### src/rtl/wordle_scorer.sv
// Multi-cycle Wordle guess scorer: a green pass then a yellow pass, one letter per cycle, with a Start/Ack handshake.
// Optional guess validation is enabled by defining WORDLE_SCORER_VALIDATE_EN.
module wordle_scorer (
  input  logic        Clk,
  input  logic        reset,
  input  logic        Start,
  input  logic        Ack,
  input  logic [39:0] guessWord,
  input  logic [39:0] randomWord,
  output logic [9:0]  colors,
  output logic        all_green,
  output logic        invalid,
  output logic        q_I,
  output logic        q_Green,
  output logic        q_Yellow,
  output logic        q_Done
);

  typedef enum logic [3:0] {
    QI      = 4'b0001,
    QGREEN  = 4'b0010,
    QYELLOW = 4'b0100,
    QDONE   = 4'b1000
  } state_t;

  localparam logic [1:0] GREEN  = 2'b10;
  localparam logic [1:0] YELLOW = 2'b01;

  state_t      state, state_n;
  logic [2:0]  i;
  logic [4:0]  consumed;
  logic [39:0] gw, aw;
  logic [7:0]  g [0:4];
  logic [7:0]  a [0:4];
  logic [1:0]  col [0:4];
  logic        inv_q;
  logic        hit;
  logic [2:0]  hit_k;

  for (genvar p = 0; p < 5; p++) begin : g_pos
    assign g[p] = gw[39-8*p -: 8];
    assign a[p] = aw[39-8*p -: 8];
    assign colors[9-2*p -: 2] = col[p];
  end

`ifdef WORDLE_SCORER_VALIDATE_EN
  function automatic logic bad_guess(input logic [39:0] w);
    logic bad;
    bad = 1'b0;
    for (int p = 0; p < 5; p++)
      if (w[39-8*p -: 8] < 8'h41 || w[39-8*p -: 8] > 8'h5A) bad = 1'b1;
    return bad;
  endfunction

  always_ff @(posedge Clk or posedge reset) begin
    if (reset)                    inv_q <= 1'b0;
    else if (state == QI && Start) inv_q <= bad_guess(guessWord);
  end
`else
  assign inv_q = 1'b0;
`endif

  assign invalid  = inv_q;
  assign q_I      = state[0];
  assign q_Green  = state[1];
  assign q_Yellow = state[2];
  assign q_Done   = state[3];

  // Lowest unconsumed answer position holding the current guess letter.
  always_comb begin
    hit   = 1'b0;
    hit_k = 3'd0;
    for (int k = 0; k < 5; k++) begin
      if (!hit && !consumed[k] && a[k] == g[i]) begin
        hit   = 1'b1;
        hit_k = k[2:0];
      end
    end
  end

  always_ff @(posedge Clk or posedge reset) begin
    if (reset) state <= QI;
    else       state <= state_n;
  end

  // An invalid guess spends its single QGREEN cycle and then jumps to QDONE.
  always_comb begin
    state_n = QI;
    case (state)
      QI:      state_n = Start ? QGREEN : QI;
      QGREEN:  state_n = (inv_q || i == 3'd4) ? ((inv_q) ? QDONE : QYELLOW) : QGREEN;
      QYELLOW: state_n = (i == 3'd4) ? QDONE : QYELLOW;
      QDONE:   state_n = Ack ? QI : QDONE;
      default: state_n = QI;
    endcase
  end

  always_ff @(posedge Clk or posedge reset) begin
    if (reset) begin
      i         <= 3'd0;
      consumed  <= 5'd0;
      gw        <= 40'd0;
      aw        <= 40'd0;
      all_green <= 1'b0;
      for (int p = 0; p < 5; p++) col[p] <= 2'b00;
    end else begin
      case (state)
        QI: if (Start) begin
          gw        <= guessWord;
          aw        <= randomWord;
          i         <= 3'd0;
          consumed  <= 5'd0;
          all_green <= 1'b0;
          for (int p = 0; p < 5; p++) col[p] <= 2'b00;
        end
        QGREEN: begin
          if (!inv_q && g[i] == a[i]) begin
            col[i]      <= GREEN;
            consumed[i] <= 1'b1;
          end
          i <= (i == 3'd4 || inv_q) ? 3'd0 : i + 3'd1;
        end
        QYELLOW: begin
          if (col[i] != GREEN && hit) begin
            col[i]          <= YELLOW;
            consumed[hit_k] <= 1'b1;
          end
          if (i == 3'd4) begin
            i         <= 3'd0;
            all_green <= (gw == aw);
          end else begin
            i <= i + 3'd1;
          end
        end
        default: ;
      endcase
    end
  end

endmodule
### config.mk
export PLATFORM = sky130hd
export DESIGN_NAME = wordle_scorer
export DESIGN_NICKNAME = d
export VERILOG_FILES = /design/src/rtl/wordle_scorer.sv
export SDC_FILE = /design/constraint.sdc
export NUM_CORES = 1
export LEC_CHECK = 0
export CORE_ASPECT_RATIO = 1.75
export CORE_MARGIN = 5
export CORE_UTILIZATION = 34
export DETAILED_ROUTE_END_ITERATION = 7
export SETUP_SLACK_MARGIN = 0.1
export SLEW_MARGIN = 20
export SYNTH_ARGS = -nofsm -noshare
export SYNTH_HDL_FRONTEND = slang
export SYNTH_SLANG_ARGS = --single-unit
### constraint.sdc
create_clock -name Clk -period 3.55 [get_ports Clk]
set_input_delay 0.355 -clock Clk [delete_from_list [all_inputs] [get_ports Clk]]
set_output_delay 0.355 -clock Clk [all_outputs]
set_load 0.01 [all_outputs]
==> results of run 1 <==
## sequential cells by signal, summed over array words and instances, names as in the netlist
name / count
a: 40
state: 4
all_green: 1
g: 40
consumed: 5
i: 3
colors: 10
## critical path: cells and delay by family (launching register included)
kind	cells	cell delay (ps)
xor gates and xnor gates	1	150
DFF	1	570
AOI/OAI and AO/OA	5	1340
muxes	1	330
buffers and inverters	2	430
and+or+nand+nor	2	370
## placed cells by master (no fill, tap or decap), types with 2 or more instances in the layout
cell type,instances
sky130_fd_sc_hd__nor2b_1,2
sky130_fd_sc_hd__nor4_1,8
sky130_fd_sc_hd__xnor2_1,52
sky130_fd_sc_hd__or3_1,2
sky130_fd_sc_hd__nand2_1,257
sky130_fd_sc_hd__a221oi_1,5
sky130_fd_sc_hd__o31ai_1,2
sky130_fd_sc_hd__mux2_1,6
sky130_fd_sc_hd__o22a_1,6
sky130_fd_sc_hd__buf_12,3
sky130_fd_sc_hd__o21a_1,2
sky130_fd_sc_hd__inv_1,5
sky130_fd_sc_hd__dfrtp_2,2
sky130_fd_sc_hd__nand3_1,5
sky130_fd_sc_hd__buf_4,31
sky130_fd_sc_hd__clkbuf_16,9
sky130_fd_sc_hd__mux2i_1,11
sky130_fd_sc_hd__a31oi_1,2
sky130_fd_sc_hd__a32o_1,5
sky130_fd_sc_hd__a21oi_2,4
sky130_fd_sc_hd__and3_1,2
sky130_fd_sc_hd__a22o_1,7
sky130_fd_sc_hd__dfrtp_1,100
sky130_fd_sc_hd__ha_1,2
sky130_fd_sc_hd__bufinv_16,3
sky130_fd_sc_hd__nor3_1,11
sky130_fd_sc_hd__mux2_2,11
sky130_fd_sc_hd__a211oi_1,3
sky130_fd_sc_hd__nor2_1,26
sky130_fd_sc_hd__clkdlybuf4s50_1,98
sky130_fd_sc_hd__nand3b_1,2
sky130_fd_sc_hd__a21oi_1,13
sky130_fd_sc_hd__xor2_1,36
sky130_fd_sc_hd__nand2b_1,4
sky130_fd_sc_hd__o32a_1,4
sky130_fd_sc_hd__o21ai_0,17
sky130_fd_sc_hd__a22oi_1,2
sky130_fd_sc_hd__nand4_1,14
## metal layers
| metal | share of wire [%] | wire length (um) | GRT usage [%] | vias up |
|---|---|---|---|---|
| met3 | 3.0 | 587 | 2.46 | 61 |
| met1 | 35 | 6980 | 20.1 | 2498 |
| li1 | - | - | - | 2547 |
| met4 | 5.7 | 1120 | 10.6 | 0 |
| met5 | 0 | 0 | 0 | - |
| met2 | 56 | 11100 | 36.4 | 146 |
## kinds of logic after synthesis
logic type      after synthesis
simple gates                345
buf+inv                      46
mux                          29
fa+ha+maj                     2
compound gates               85
other cells                   1
xor+xnor                     88
flops                       103
## worst paths after layout
check                                             start                      end  slack, ps  depth (start not counted)
worst max-delay path                   i[1]$_DFFE_PP0P_    colors[9]$_DFFE_PP0P_        290                         11
worst min-delay path                              reset        a[19]$_DFFE_PP0P_        410                          2
worst max register to register         i[1]$_DFFE_PP0P_    colors[9]$_DFFE_PP0P_        290                         11
worst min register to register  consumed[1]$_DFFE_PP0P_  consumed[1]$_DFFE_PP0P_        510                          2
max in group asynchronous                         reset       state[0]$_DFF_PP1_       2360                          3
min in group Clk                consumed[1]$_DFFE_PP0P_  consumed[1]$_DFFE_PP0P_        510                          2
## layout make-up
cell class	instances	area, sq um	area share (%)
clock buffer	10	229	2.93
clock inverter	5	106	1.36
timing repair buffer	132	1270	16.3
tap	231	289	3.70
multi-input combinational	550	3300	42.3
inverter	6	25.0	0.321
sequential	103	2580	33.1
## stage by stage
step	power, mW	hold WS [ps]
2_1_floorplan	4.61	449
3_3_place_gp	5.84	474
3_5_place_dp	5.86	485
4_1_cts	7.04	428
5_1_grt	7.48	446
6_report	7.02	405
## what timing repair did
item | 4_1_cts | 5_1_grt
hold buffers | 0 | 0
gates resized for setup | 0 | 4
setup endpoints to repair | 0 | 14
endpoints found under the hold margin | 0 | 0
## where the power goes
| group | leakage (nW) | internal [mW] | switching (mW) |
|---|---|---|---|
| registers | 1.29 | 1.69 | 0.841 |
| clock network | 0.159 | 0.689 | 0.450 |
| logic | 2.02 | 1.59 | 1.76 |
==> results.py, run 1 <==
metrics = {
    "setup_path": {
        "timing.setup.critical_path_class": "flip-flop to flip-flop",
        "arrival_ps": 3540,
        "cpPeakStageDelay_ps": 570,
        "worst_path_most_repeated_cell": "sky130_fd_sc_hd__buf_4",
        "critical_path.startpoint_type": "flip-flop",
        "critPathRequiredTime_ps": 3830,
        "cp_cell_sequence": "buf_4, mux2_1, a221oi_1, nor2_1, xor2_1, nor4_1, a41oi_1, a311o_1, buf_4, a211oi_1, o32a_1",
        "cp-end-kind": "flip-flop",
        "crit_path_top_delay_cell": "sky130_fd_sc_hd__dfrtp_2",
        "timing.critical_path.fanout_max": 16,
    },
    "sta": {
        "finalClockSkew_ps": 8.47,
        "final_worst_path_period_need_ps": 3260,
        "max_freq_ghz": 0.307,
        "slew_violations": 0,
        "final_hold_viol_count": 0,
        "max_slew_margin_pct": 46.6,
        "max_slew.worst_pin.slew_ps": 801,
        "post-route-period-util_pct": 91.7,
        "final-setup-viol-count": 0,
        "grt_setup_unrepaired": "false",
        "fin_tns_setup_ps": 0,
        "worst_slack_ps": 295,
    },
    "clock_tree": {
        "tritoncts": "yes",
        "worst_skew_pair.late_latency_ps": 350,
        "clkSinkCount": 103,
        "cts.repair_timing.setup_buffer_count": 0,
        "cts_inserted_buffers": 9,
        "cts-root-buf": "sky130_fd_sc_hd__clkbuf_16",
        "max-clock-path-buffers": 2,
        "cts-htree-levels": 3,
        "clock_slew_seen_by_the_registers_of_the_worst_setup_and_hold_paths_ps": 70,
    },
    "synthesis": {
        "synth_compound_area_share_pct": 11.4,
        "synth_flop_cell": "sky130_fd_sc_hd__dfrtp_1",
        "netlist_instances": 699,
        "synth_sequential_area_ratio_pct": 42.4,
        "netlist-cell-type-count": 61,
        "synth.largest_area_cell": "sky130_fd_sc_hd__dfrtp_1",
        "synth_mux_area_share_pct": 5.32,
        "synth.avg_cell_area_sq_um": 8.71,
        "synth_enable_flop_cells": 0,
        "synth_seq_cells": 103,
        "post-synth-top-count-cell": "sky130_fd_sc_hd__nand2_1",
        "ys_warn_count": 0,
        "synth.top_cells.by_area": "sky130_fd_sc_hd__dfrtp_1 42%, sky130_fd_sc_hd__nand2_1 16%, sky130_fd_sc_hd__xnor2_1 7.5%",
        "synthXorXnorAreaFrac_pct": 12.7,
        "synth_fa_ha_area_share_pct": 0.411,
        "synth_simple_gate_area_share_pct": 23.9,
        "async_reset_ff_share_pct": 100,
        "synth_top_area_share_pct": 41.9,
        "largest_family_of_logic_cells_by_synthesized_area": "simple AND/OR/NAND/NOR gates",
        "synthesis.area_sq_um": 6090,
        "synth_nets": 785,
        "ys_top_cells_by_count": "257 x sky130_fd_sc_hd__nand2_1, 102 x sky130_fd_sc_hd__dfrtp_1, 52 x sky130_fd_sc_hd__xnor2_1",
    },
    "placed_design": {
        "placed_cells_incl_taps": 1022,
        "finalWeightedCongestion": 0.962,
        "dpl.hpwl_um": 15400,
        "dpl_cell_area_sq_um": 7450,
        "placement_stage_worst_setup_slack_ps": 178,
        "buffer_ports.inserted": 98,
    },
    "finish": {
        "post-route-util_pct": 44.5,
        "instances_no_fill": 1037,
        "stdcell_area_sq_um": 7810,
        "area.growth.synth_to_final_pct": 28.2,
        "final_nets": 888,
        "final.fill_count": 1743,
        "post_route_cells_drive_above_1_share_pct": 10.2,
        "antenna_cells_inserted": 0,
    },
    "die": {
        "io_pins": 100,
        "die-width_um": 111,
        "start_util_pct": 34.7,
        "die_area_sq_um": 20800,
        "fp-row-count": 64,
        "core_area_sq_um": 17500,
        "die_y_um": 187,
    },
    "route": {
        "drt_first_iter_violations": 303,
        "detail_route.wl_per_cell_um": 19.1,
        "post_route_drc": 0,
        "postRouteAntennaNets": 0,
        "detailedRoute.firstPassIterationCount": 4,
        "wl_um": 19800,
        "total_via_count_after_detailed_routing": 5252,
        "vias_per_cell": 5.06,
    },
    "global_routing": {
        "first_global_vias": 5537,
        "gr-usage-all-layers_pct": 19.2,
        "largest_net_degree_at_the_start_of_global_routing": 85,
        "overflow": 0,
        "grt_pass1_wl_um": 31200,
        "grt_antenna_before_repair": 0,
    },
    "power": {
        "worst_voltage_drop_across_the_vdd_grid_mv": 0.293,
        "cellLeakagePower_nw": 3.47,
        "pwr_density_cell_nw_per_um2": 899,
    },
    "min_path": {
        "hp_class": "input port to asynchronous set/reset pin",
    },
    "run_status": {
        "status": "completed",
    },
    "flow_run": {
        "max_cap_viol_count": 0,
    },
}
(Power assumes the default switching activity.)
==> run 2: changes to the inputs <==
CORE_MARGIN = 1.5   (was 5)
==> run 2 against run 1 <==
Die area down 9.8%. Via count grew 0.32%. Combinational power grew 2%. Worst hold slack gained 41 ps. Flip-flop and latch count did not move. Maximum frequency down 0.35%. Critical path type unchanged. Critical endpoint is now colors[5]$_DFFE_PP0P_. Largest power group unchanged.
==> results.py, run 2 (synthesis gave the netlist of run 1 again) <==
metrics = {
    "run_status": {
        "status": "completed",
    },
    "clock_tree": {
        "worst_skew_pair.late_latency_ps": 360,
        "clock_slew_seen_by_the_registers_of_the_worst_setup_and_hold_paths_ps": 70,
        "cts-htree-levels": 3,
        "clkSinkCount": 103,
        "tritoncts": "yes",
        "max-clock-path-buffers": 2,
        "cts-root-buf": "sky130_fd_sc_hd__clkbuf_16",
        "holdBufCountCts": 0,
        "cts_inserted_buffers": 9,
    },
    "die": {
        "die-width_um": 104,
        "die_area_sq_um": 18800,
        "fp-row-count": 64,
        "core_area_sq_um": 17500,
        "die_y_um": 180,
        "io_pins": 100,
        "start_util_pct": 34.7,
    },
    "placed_design": {
        "buffer_ports.inserted": 98,
        "finalWeightedCongestion": 0.982,
        "dpl.hpwl_um": 15300,
        "placed_cells_incl_taps": 1025,
    },
    "route": {
        "detailedRoute.firstPassIterationCount": 4,
        "total_via_count_after_detailed_routing": 5269,
        "post_route_drc": 0,
        "vias_per_cell": 5.06,
        "drt_first_iter_violations": 248,
        "detail_route.wl_per_cell_um": 18.9,
        "wl_um": 19600,
        "postRouteAntennaNets": 0,
    },
    "sta": {
        "final_hold_viol_count": 0,
        "max_slew_margin_pct": 45.8,
        "max_slew.worst_pin.slew_ps": 812,
        "final-setup-viol-count": 0,
        "finalClockSkew_ps": 9.33,
        "fin_tns_setup_ps": 0,
        "max_freq_ghz": 0.306,
        "fin_hold_ws_ps": 446,
        "grt_setup_unrepaired": "false",
        "post-route-period-util_pct": 92.0,
        "final_worst_path_period_need_ps": 3270,
        "slew_violations": 0,
    },
    "finish": {
        "post_route_cells_drive_above_1_share_pct": 10.4,
        "area.growth.synth_to_final_pct": 28.1,
        "layout.cells.most_common_list": "257 x sky130_fd_sc_hd__nand2_1, 101 x sky130_fd_sc_hd__dfrtp_1, 98 x sky130_fd_sc_hd__clkdlybuf4s50_1",
        "layout_commonest_cell": "sky130_fd_sc_hd__nand2_1",
        "final_nets": 891,
        "antenna_cells_inserted": 0,
        "instances_no_fill": 1041,
        "final.fill_count": 1747,
    },
    "power": {
        "worst_voltage_drop_across_the_vdd_grid_mv": 0.337,
        "pwr_density_cell_nw_per_um2": 888,
        "cellLeakagePower_nw": 3.47,
        "post-layout-total-power_mw": 6.93,
    },
    "min_path": {
        "hp_class": "input port to asynchronous set/reset pin",
    },
    "setup_path": {
        "critPathRequiredTime_ps": 3790,
        "arrival_ps": 3500,
        "timing.critical_path.fanout_max": 12,
        "timing.setup.critical_path_class": "flip-flop to flip-flop",
        "reg2reg_setup_slack_ps": 280,
        "cp-end-kind": "flip-flop",
        "critical_path.startpoint_type": "flip-flop",
    },
    "global_routing": {
        "overflow": 0,
        "largest_net_degree_at_the_start_of_global_routing": 85,
        "grt_antenna_before_repair": 0,
        "first_global_vias": 5513,
        "grt_pass1_wl_um": 30900,
        "gr-usage-all-layers_pct": 21.7,
    },
    "flow_run": {
        "max_cap_viol_count": 0,
    },
}
==> run 2: changes by cell type in the layout (fill, tap and decap cells not counted), sizes merged <==
cell / delta
bufinv: -2
clkinv: +1
clkbuf: +1
buf: +3
inv: +2
clkinvlp: -1
==> run 2: power by group <==
part / total (mW) / internal [mW] / leakage, nW / switching (mW)
clock: 1.02 / 0.557 / 0.145 / 0.461
sequential: 2.47 / 1.69 / 1.30 / 0.787
combinational: 3.43 / 1.61 / 2.03 / 1.82
==> run 2: area by class of cell <==
type	count	area (sq um)	share of cell area [%]
multi-input cells	550	3310	42.4
inverters	6	25.0	0.321
clock inverters	5	65.1	0.834
clock buffers	11	233	2.98
repair buffers	135	1300	16.6
well taps	231	289	3.71
flip-flops and latches	103	2580	33.1
==> run 2: final timing paths <==
path	startpoint	to	cells past startpoint
hold reg to reg	consumed[4]$_DFFE_PP0P_	consumed[4]$_DFFE_PP0P_	2
setup / recovery	i[2]$_DFFE_PP0P_	colors[5]$_DFFE_PP0P_	11
min in group Clk	consumed[4]$_DFFE_PP0P_	consumed[4]$_DFFE_PP0P_	2
setup reg to reg	i[2]$_DFFE_PP0P_	colors[5]$_DFFE_PP0P_	11
hold / removal	reset	a[19]$_DFFE_PP0P_	2
max in group asynchronous	reset	g[11]$_DFFE_PP0P_	3
==> run 2: critical path, cell delays in order, from the launching register on <==
cell	delay, ps
sky130_fd_sc_hd__dfrtp_1	640
sky130_fd_sc_hd__and2b_1	340
sky130_fd_sc_hd__a32o_1	330
sky130_fd_sc_hd__a21oi_4	160
sky130_fd_sc_hd__buf_4	180
sky130_fd_sc_hd__xor2_1	150
sky130_fd_sc_hd__nand3_1	90
sky130_fd_sc_hd__nor4_1	410
sky130_fd_sc_hd__nor3_1	80
sky130_fd_sc_hd__buf_4	190
sky130_fd_sc_hd__a21o_4	260
sky130_fd_sc_hd__o32a_1	330
==> run 2: per-layer routing <==
layer  GRT usage (%)  share of wire [%]  routed length [um]  up-vias
met4            15.2                6.7                1320        0
met2            40.9                 54               10700      136
met5               0                  0                   0        -
met3            2.46                2.7                 526       62
li1                -                  -                   -     2555
met1            21.8                 36                7100     2516
==> run 2: metrics by stage <==
stage          util [%]  worst slack (ps)  instance area (sq um)
3_5_place_dp       42.6               142                   7470
5_1_grt            44.5               114                   7800
2_1_floorplan         -               493                   6090
6_report           44.5               283                   7800
3_3_place_gp       42.6               222                   7470
4_1_cts            44.3               165                   7770
==> run 2: timing repair <==
action / CTS / global route
gates cloned: 0 / 0
buffers inserted: 0 / 0
endpoints found under the setup margin: 1 / 11
gates resized for setup: 1 / 4
pin swaps: 0 / 1
==> run 3: changes to the inputs <==
HOLD_SLACK_MARGIN = 0.05   (was not set)
==> results of run 3 <==
Final layout, timing and power as in run 2 (identical DEF).
